<file path="src/rtl/apb_pack_arbiter.sv">
// Round-robin arbiter sharing one packet-FIFO write port among N_REQ producers.
// A write ctrl pack and its data pack are forwarded back to back; a watchdog closes stalled writes.
module apb_pack_arbiter #(
    parameter int N_REQ   = 4,
    parameter int TIMEOUT = 64,
    localparam int GW     = (N_REQ > 1) ? $clog2(N_REQ) : 1,
    localparam int CW     = (TIMEOUT > 0) ? $clog2(TIMEOUT + 1) : 1
) (
    input  logic                 clk,
    input  logic                 rst_n,
    input  logic [N_REQ-1:0]     req_valid,
    input  logic [N_REQ*32-1:0]  req_data,
    output logic [N_REQ-1:0]     req_ready,
    input  logic                 fifo_full,
    output logic                 fifo_wen,
    output logic [31:0]          fifo_wdata,
    output logic [GW-1:0]        grant_id,
    output logic                 busy,
    output logic                 proto_err
);

    // state | meaning
    // IDLE  | no grant; arbitrate among valid requesters
    // CTRL  | granted requester owes a ctrl pack
    // DATA  | write ctrl forwarded; its data pack is owed (watchdog runs)
    localparam logic [1:0] IDLE = 2'd0;
    localparam logic [1:0] CTRL = 2'd1;
    localparam logic [1:0] DATA = 2'd2;

    logic [1:0]    state_q, state_d;
    logic [GW-1:0] rr_ptr_q, rr_ptr_d;
    logic [GW-1:0] grant_q, grant_d;
    logic [CW-1:0] wait_cnt_q, wait_cnt_d;
    logic          proto_err_q, proto_err_d;

    logic [31:0]   word;
    logic          vld;
    logic          acc;
    logic          found;
    logic [GW-1:0] cand;

    assign word      = req_data[int'(grant_q)*32 +: 32];
    assign vld       = req_valid[grant_q];
    assign acc       = (state_q != IDLE) && vld && !fifo_full;
    assign grant_id  = grant_q;
    assign busy      = (state_q != IDLE);
    assign proto_err = proto_err_q;

    always_comb begin
        state_d     = state_q;
        rr_ptr_d    = rr_ptr_q;
        grant_d     = grant_q;
        wait_cnt_d  = wait_cnt_q;
        proto_err_d = 1'b0;
        req_ready   = '0;
        fifo_wen    = 1'b0;
        fifo_wdata  = word;
        found       = 1'b0;
        cand        = '0;
        case (state_q)
            IDLE: begin
                if (|req_valid) begin
                    // search starts one past the last winner so every requester gets a turn
                    for (int k = 1; k <= N_REQ; k++) begin
                        cand = GW'((int'(rr_ptr_q) + k) % N_REQ);
                        if (!found && req_valid[cand]) begin
                            found   = 1'b1;
                            grant_d = cand;
                        end
                    end
                    rr_ptr_d = grant_d;
                    state_d  = CTRL;
                end
            end
            CTRL: begin
                if (acc) begin
                    req_ready[grant_q] = 1'b1;
                    if (word[0]) begin
                        proto_err_d = 1'b1;
                        state_d     = IDLE;
                    end else begin
                        fifo_wen = 1'b1;
                        if (word[1]) begin
                            wait_cnt_d = '0;
                            state_d    = DATA;
                        end else begin
                            state_d = IDLE;
                        end
                    end
                end
            end
            DATA: begin
                if (acc) begin
                    req_ready[grant_q] = 1'b1;
                    if (word[0]) begin
                        fifo_wen = 1'b1;
                        state_d  = IDLE;
                    end else begin
                        proto_err_d = 1'b1;
                    end
                end else if (!vld && !fifo_full) begin
                    if (TIMEOUT != 0 && wait_cnt_q == CW'(TIMEOUT)) begin
                        // zero-data filler lets the APB master finish its decode
                        fifo_wen    = 1'b1;
                        fifo_wdata  = 32'h0000_0001;
                        proto_err_d = 1'b1;
                        state_d     = IDLE;
                    end else if (wait_cnt_q != CW'(TIMEOUT)) begin
                        wait_cnt_d = wait_cnt_q + 1'b1;
                    end
                end
            end
            default: state_d = IDLE;
        endcase
    end

    always_ff @(posedge clk or negedge rst_n) begin
        if (!rst_n) begin
            state_q     <= IDLE;
            rr_ptr_q    <= GW'(N_REQ - 1);
            grant_q     <= '0;
            wait_cnt_q  <= '0;
            proto_err_q <= 1'b0;
        end else begin
            state_q     <= state_d;
            rr_ptr_q    <= rr_ptr_d;
            grant_q     <= grant_d;
            wait_cnt_q  <= wait_cnt_d;
            proto_err_q <= proto_err_d;
        end
    end

endmodule

</file>
<file path="config.mk">
export PLATFORM = sky130hd
export DESIGN_NAME = apb_pack_arbiter
export DESIGN_NICKNAME = d
export VERILOG_FILES = /design/src/rtl/apb_pack_arbiter.sv
export SDC_FILE = /design/constraint.sdc
export NUM_CORES = 1
export LEC_CHECK = 0
export CAP_MARGIN = 20
export CORE_ASPECT_RATIO = 1.1
export CORE_UTILIZATION = 29
export CTS_BUF_LIST = sky130_fd_sc_hd__clkbuf_8
export CTS_CLUSTER_DIAMETER = 50
export CTS_CLUSTER_SIZE = 12
export DETAILED_ROUTE_END_ITERATION = 10
export GPL_TIMING_DRIVEN = 0
export PLACE_DENSITY = 0.75
export SYNTH_ARGS = -nofsm -noshare
export SYNTH_HDL_FRONTEND = slang
export SYNTH_SLANG_ARGS = --single-unit
export TNS_END_PERCENT = 1
</file>
<file path="constraint.sdc">
create_clock -name clk -period 2 [get_ports clk]
set_input_delay 0.3 -clock clk [delete_from_list [all_inputs] [get_ports clk]]
set_output_delay 0.3 -clock clk [all_outputs]
set_load 0.005 [all_outputs]
</file>
==> out/results.tsv, run 1 <==
stage	metric	value	unit
global_routing	grt_max_degree	15	
global_routing	met3_usage	6.35	%
clock_tree	clk_pin_slew	60	ps
yosys	synth_cells	222	
critical_path	r2r-start	grant_id[0]$_DFFE_PN0P_	
yosys	yosys.area_share.adder	3.41	%
cells_and_area	drive_gt1_share	31.0	%
timing	fin_crit	2370	ps
critical_path	worstRegToRegCells	6	
power	p_comb_share	81.8	%
floorplan	start_util	30.7	%
clock_tree	cts_root_buf	clkbuf_8	
timing	whs	444	ps
critical_path	critPathKind	flip-flop to output pin	
clock_tree	cts_buffers	3	
critical_path	path_common_cell	buf_6	
clock_tree	cts_tree	yes	
yosys	synth_top_flop_cell	dfrtp_1	
global_routing	grt_overflow_total	0	
yosys	muxShareOfSynthArea	37.6	%
global_routing	grt.busiest_layer	met2	
timing	tightest_slew	637	ps
timing	finalSetupViolCount	45	
detailed_routing	ant_nets	0	
critical_path	cp.required	1700	ps
critical_path	r2r_end	wait_cnt_q[0]$_DFFE_PN0P_	
yosys	synth.distinct_cells	47	
placement	gp_congestion	0.918	
floorplan	dieWidth	85.1	um
timing	final.setup.worst_slack	-371	ps
power	p_sw	1.65	mW
critical_path	cpMaxStageDelayCell	mux4_2	
detailed_routing	vias	2762	
detailed_routing	routed_wirelength	9990	um
detailed_routing	drcViolationCount	0	
floorplan	core	7170	um2
timing	slew_headroom	57.4	%
power	intPower	2.48	mW
detailed_routing	drtPass1Iterations	4	
yosys	yosys_warnings	0	
yosys	synth_compound_area_share	14.5	%
yosys	synth-edff-count	0	
cells_and_area	final_util	59.8	%
clock_tree	clock_sinks	14	
critical_path	crit_chain	buf_6 > mux4_2 > nor3_4 > buf_6 > buf_6 > clkbuf_16 > nor2b_1 > buf_2	
clock_tree	htreeDepth	1	
power	power_density	962	nW/um2
global_routing	antenna_found_initial	2	
placement	placed_area	4060	um2
power	max-vdd-ir-drop	0.557	mV
timing	skew	2.27	ps
run	cap_violations	0	
power	power_frac_seq	11.5	%
cells_and_area	design_area	4290	um2
detailed_routing	post_drt_wl_per_cell	19.8	um
critical_path	reg2reg_slack	-220	ps
global_routing	grt_pass1_vias	2821	
power	clkPwrFrac	6.8	%
clock_tree	insertion_delay	250	ps
yosys	yosysSeqAreaShare	16.0	%
yosys	async_reset_ff_share	100	%
yosys	synth_top_family_by_area	multiplexers	
critical_path	slowest_delay	550	ps
worst_hold_path	hold_class	input pin to asynchronous set/reset pin	
floorplan	io_pins	176	
run_status	failed_checks	negative setup slack	
power	sw_frac_of_total	40.0	%
critical_path	cp-start-kind	flip-flop	
timing	fmax	422	MHz
power	p_leak	1.70	nW
placement	port_buffers	174	
timing	finalCritPeriodShare	119	%
critical_path	endpoint_kind	output pin	
power	p_total	4.12	mW
detailed_routing	viasPerCell	5.47	
detailed_routing	drt_iter0_drc	168	
timing	hold_violations	0	
yosys	netlist_area	2200	um2
yosys	ys_seq_elements	14	
global_routing	grt_first_pass_wirelength	15000	um
critical_path	crit_path_max_fanout	5	
cells_and_area	syn_to_final_growth	94.6	%
yosys	synth_fp_nets	363	
cells_and_area	final_nets	561	
critical_path	arrival	2070	ps
global_routing	met2_usage	45.7	%
yosys	yosys.area_share.simple	23.6	%
run_status	outcome	complete, but fails checks	
global_routing	grt.total_usage	24.5	%
yosys	synth-xor-area-share	0	%
timing	slew_violations	0	
floorplan	fp.dieH	93.4	um
timing	rsz0062_at_grt	yes	
placement	hpwl	8000	um
clock_tree	cts.path.max_buffers	2	
global_routing	grt_use_met1	28.0	%
floorplan	die-area	7950	um2
yosys	syn_avg_cell_area	9.93	um2
floorplan	fp-row-count	32	
==> sequential cells by signal, summed over array words and instances, names as in the netlist <==
name        cells
grant_id        2
wait_cnt_q      7
state_q         2
proto_err       1
rr_ptr_q        2
==> metal layers <==
layer	vias up	share of wire (%)	wire (um)
met5	-	0.13	13
met4	2	1.4	136
met3	14	8.4	835
met2	147	54	5400
met1	1341	36	3610
li1	1258	-	-
==> worst max-delay path, delay by kind of cell, from the launching register on <==
| kind | cells | cell delay (ps) |
|---|---|---|
| AND/OR/NAND/NOR | 2 | 280 |
| flip-flops | 1 | 350 |
| buffers and inverters | 5 | 630 |
| multiplexers | 1 | 550 |
==> what timing repair did <==
item | 4_1_cts | 5_1_grt
endpoints found under the setup margin | 51 | 50
endpoints found under the hold margin | 0 | 0
gates resized for setup | 161 | 27
setup buffers | 13 | 4
hold buffers | 0 | 0
gates cloned | 2 | 0
pin swaps | 8 | 3
==> cell type report <==
type | instances | area (um2)
tap | 85 | 106
sequential | 14 | 354
inverter | 8 | 30.0
timing repair buffer | 193 | 1770
fill | 631 | 2880
multi-input combinational | 182 | 1820
antenna | 1 | 2.50
buffer | 18 | 154
clock buffer | 4 | 55.1
==> placed cells by master (no fill, tap or decap), drive strengths merged, types with 3 or more instances in the layout <==
cell type,instances
mux2,4
a31oi,5
dlygate4sd2,3
mux2i,4
o21ai,12
mux4,33
and3,3
inv,8
nand2b,5
or2,4
a311o,3
nor3,3
ha,6
clkdlybuf4s50,136
nand3,8
nor2b,33
nand2,11
nor2,11
a21oi,11
or3,3
dfrtp,12
clkbuf,22
buf,53
nor3b,3
==> Yosys cell counts, types with 2 or more instances <==
| master | instances | area share, % |
|---|---|---|
| mux4_2 | 33 | 34 |
| nor2b_1 | 33 | 9.4 |
| dfrtp_1 | 12 | 14 |
| a21oi_1 | 11 | 2.5 |
| clkbuf_1 | 11 | 1.9 |
| nand2_1 | 11 | 1.9 |
| nor2_1 | 11 | 1.9 |
| inv_1 | 8 | 1.4 |
| nand3_1 | 8 | 1.8 |
| o21ai_1 | 7 | 1.6 |
| ha_1 | 6 | 3.4 |
| a31oi_1 | 5 | 1.4 |
| nand2b_1 | 5 | 1.4 |
| o21ai_0 | 5 | 1.1 |
| mux2i_1 | 4 | 1.8 |
| a311o_1 | 3 | 1.4 |
| and3_1 | 3 | 0.85 |
| buf_1 | 3 | 0.51 |
| buf_2 | 3 | 0.68 |
| mux2_1 | 3 | 1.5 |
| nor3b_1 | 3 | 1.0 |
| or2_1 | 3 | 0.85 |
| or3_1 | 3 | 0.85 |
| a41oi_1 | 2 | 0.80 |
| dfstp_2 | 2 | 2.4 |
| nor3_1 | 2 | 0.45 |
| o21a_1 | 2 | 0.68 |
==> worst max-delay path by stage <==
stage,start,end,cells past startpoint
2_1_floorplan,grant_id[0]$_DFFE_PN0P_,fifo_wdata[13],4
3_3_place_gp,req_valid[0],fifo_wen,6
3_5_place_dp,req_valid[0],fifo_wen,6
4_1_cts,grant_id[0]$_DFFE_PN0P_,fifo_wdata[23],8
5_1_grt,wait_cnt_q[0]$_DFFE_PN0P_,fifo_wdata[8],10
6_report,grant_id[0]$_DFFE_PN0P_,fifo_wdata[8],8
==> power groups by stage <==
stage,sequential [mW],combinational (mW),clock [mW]
final,0.473,3.37,0.280
after detailed placement,0.477,3.37,0
after CTS,0.471,3.29,0.281
after global placement,0.470,3.29,0
after floorplan,0.451,1.94,0
after global routing,0.485,3.65,0.302
==> metrics by stage <==
step / cells / setup slack (ps) / TNS [ps]
CTS: 500 / -403 / -13930
global placement: 481 / -1090 / -34210
global route: 504 / -489 / -17040
finish: 505 / -371 / -12140
detailed placement: 481 / -1090 / -35590
floorplan: 222 / -39.7 / -424
==> kinds of logic after synthesis <==
logic type	count (synthesis)
fa+ha+maj	6
simple gates	90
compound gates	45
buf+inv	26
flops	14
mux	41
Note: power is estimated with default switching activity, not from simulation.
==> run 2, diff against run 1 <==
- PLACE_DENSITY: 0.75 -> 0.72
- clock period: 2 -> 2.8 ns (I/O delays scaled with it)
==> run 2 against run 1 <==
  * The run now ends clean
  * Core utilization shrank 0.59 points
  * First-iteration DRC count grew 1.2%
  * Via count shrank 5.1%
==> out/results.tsv, run 2 (synthesis results as in run 1) <==
stage	metric	value	unit	change
run_status	outcome	finished, final reports clean		
power	p_total	2.85	mW	-31%
critical_path	startpoint	grant_id[0]$_DFFE_PN0P_		
critical_path	cp-start-kind	flip-flop		
detailed_routing	routed_wirelength	9270	um	-7.2%
power	p_leak	1.82	nW	+6.7%
clock_tree	insertion_delay	250	ps	about the same
cells_and_area	final_common_cell	clkdlybuf4s50_1		
detailed_routing	vias	2622		-5.1%
placement	placed_area	4050	um2	-0.22%
detailed_routing	drcViolationCount	0		unchanged
detailed_routing	ant_nets	0		unchanged
global_routing	grt_overflow_total	0		unchanged
global_routing	grt_max_degree	15		unchanged
cells_and_area	top_register	wait_cnt_q		
critical_path	crit_chain	buf_6 > mux4_2 > nor3_4 > buf_6 > nor2b_1 > clkdlybuf4s50_1		
power	max-vdd-ir-drop	0.315	mV	-43%
detailed_routing	drt_iter0_drc	170		+1.2%
critical_path	cp-endpoint	fifo_wdata[14]		
critical_path	path_common_cell	buf_6		
critical_path	crit_path_max_fanout	10		+5
timing	whs	510	ps	+66.3 ps
clock_tree	cts_tree	yes		
clock_tree	cts_buffers	3		unchanged
run	cap_violations	0		unchanged
cells_and_area	final_nets	546		-2.7%
timing	slew_violations	0		unchanged
floorplan	fp-row-count	32		unchanged
timing	finalCritPeriodShare	97.2	%	
critical_path	cp.required	2380	ps	+680 ps
timing	fmax	368	MHz	
cells_and_area	design_area	4250	um2	-0.99%
cells_and_area	fin_cells	489		-3.2%
critical_path	critPathKind	flip-flop to output pin		
global_routing	grt_first_pass_wirelength	13600	um	-9.5%
clock_tree	clk_pin_slew	50	ps	about the same
placement	port_buffers	174		unchanged
timing	hold_violations	0		unchanged
detailed_routing	viasPerCell	5.36		-2.0%
global_routing	antenna_found_initial	0		-2
worst_hold_path	hold_class	flip-flop to flip-flop		
critical_path	worstRegToRegCells	6		unchanged
timing	tightest_slew	633	ps	-3.38 ps
critical_path	slowest_delay	560	ps	about the same
cells_and_area	largest_register_ffs	7		unchanged
floorplan	core	7170	um2	unchanged
cells_and_area	final_util	59.2	%	-0.59 points
floorplan	dieWidth	85.1	um	unchanged
floorplan	fp.dieH	93.4	um	unchanged
timing	finalSetupViolCount	0		-100%
clock_tree	cts.path.max_buffers	2		unchanged
timing	skew	7.03	ps	+4.76 ps
detailed_routing	post_drt_wl_per_cell	19.0	um	-4.2%
critical_path	r2r_end	wait_cnt_q[0]$_DFFE_PN0P_		
clock_tree	cts_root_buf	clkbuf_8		
timing	fin_crit	2720	ps	
critical_path	arrival	2300	ps	+230 ps
timing	rsz0062_at_grt	yes		
timing	slew_headroom	57.3	%	-0.10 points
global_routing	grt.total_usage	22.1	%	-2.4 points
critical_path	cpMaxStageDelayCell	mux4_2		
power	power_density	671	nW/um2	-30%
critical_path	reg2reg_slack	430	ps	+650 ps
floorplan	start_util	30.7	%	unchanged
critical_path	endpoint_kind	output pin		
detailed_routing	drtPass1Iterations	4		unchanged
placement	hpwl	7730	um	-3.4%
placement	placed_cells	481		unchanged
critical_path	r2r-start	grant_id[0]$_DFFE_PN0P_		
floorplan	io_pins	176		unchanged
cells_and_area	num_antenna_cells	0		-1
clock_tree	clock_sinks	14		unchanged
cells_and_area	drive_gt1_share	15.8	%	-15 points
global_routing	grt_pass1_vias	2518		-11%
floorplan	die-area	7950	um2	unchanged
clock_tree	htreeDepth	1		unchanged
placement	gp_congestion	0.940		+2.5%
cells_and_area	layout_common_cells	clkdlybuf4s50_1 (144), mux4_2 (33), nor2b_1 (33)		
cells_and_area	syn_to_final_growth	92.7	%	
## run 2: timing repair
action                     4_1_cts  5_1_grt
setup endpoints to repair       37       34
buffers inserted                 3        1
gates cloned                     0        0
hold buffers                     0        0
gates resized for setup         18       36
pin swaps                        1        1
hold endpoints to repair         0        0
## run 2: routing by layer
layer / GRT usage, % / vias up / wire length [um]
li1: - / 1221 / -
met1: 27.1 / 1269 / 3550
met2: 40.3 / 124 / 4860
met3: 4.85 / 8 / 778
met4: 3.39 / 0 / 91
met5: 0 / - / 0
## run 2: worst min-delay path by stage
stage,startpoint,to,slack (ps),depth (start not counted)
final,state_q[1]$_DFFE_PN0P_,state_q[1]$_DFFE_PN0P_,510,1
after global routing,wait_cnt_q[6]$_DFFE_PN0P_,wait_cnt_q[6]$_DFFE_PN0P_,550,1
after CTS,state_q[1]$_DFFE_PN0P_,state_q[1]$_DFFE_PN0P_,510,1
after detailed placement,state_q[1]$_DFFE_PN0P_,state_q[1]$_DFFE_PN0P_,500,1
after global placement,wait_cnt_q[6]$_DFFE_PN0P_,wait_cnt_q[6]$_DFFE_PN0P_,480,1
after floorplan,rst_n,grant_id[0]$_DFFE_PN0P_,120,0
## run 2: metrics by stage
step           TNS (ps)  setup WS (ps)
6_report              0           79.6
5_1_grt           -47.2          -31.2
4_1_cts           -1770           -110
3_5_place_dp     -15000           -597
3_3_place_gp     -15510           -609
2_1_floorplan         0            577
## run 2: final cells by class
type | instances | area, um2
repair buffers | 178 | 1840
well taps | 85 | 106
multi-input cells | 182 | 1750
fillers | 617 | 2920
inverters | 8 | 30.0
clock inverters | 1 | 3.75
flip-flops and latches | 14 | 354
clock buffers | 3 | 41.3
plain buffers | 18 | 116
## run 2: worst max-delay path: cells and delay by family (launching register included)
kind | cells | cell delay [ps]
buf+inv | 3 | 830
mux | 1 | 560
flops | 1 | 360
simple gates | 2 | 310
## run 2: where the power goes
group | switching, mW | total (mW) | internal [mW]
Combinational | 0.956 | 2.35 | 1.39
Sequential | 0.0621 | 0.335 | 0.273
Clock | 0.0694 | 0.166 | 0.0968
Total | 1.09 | 2.85 | 1.76
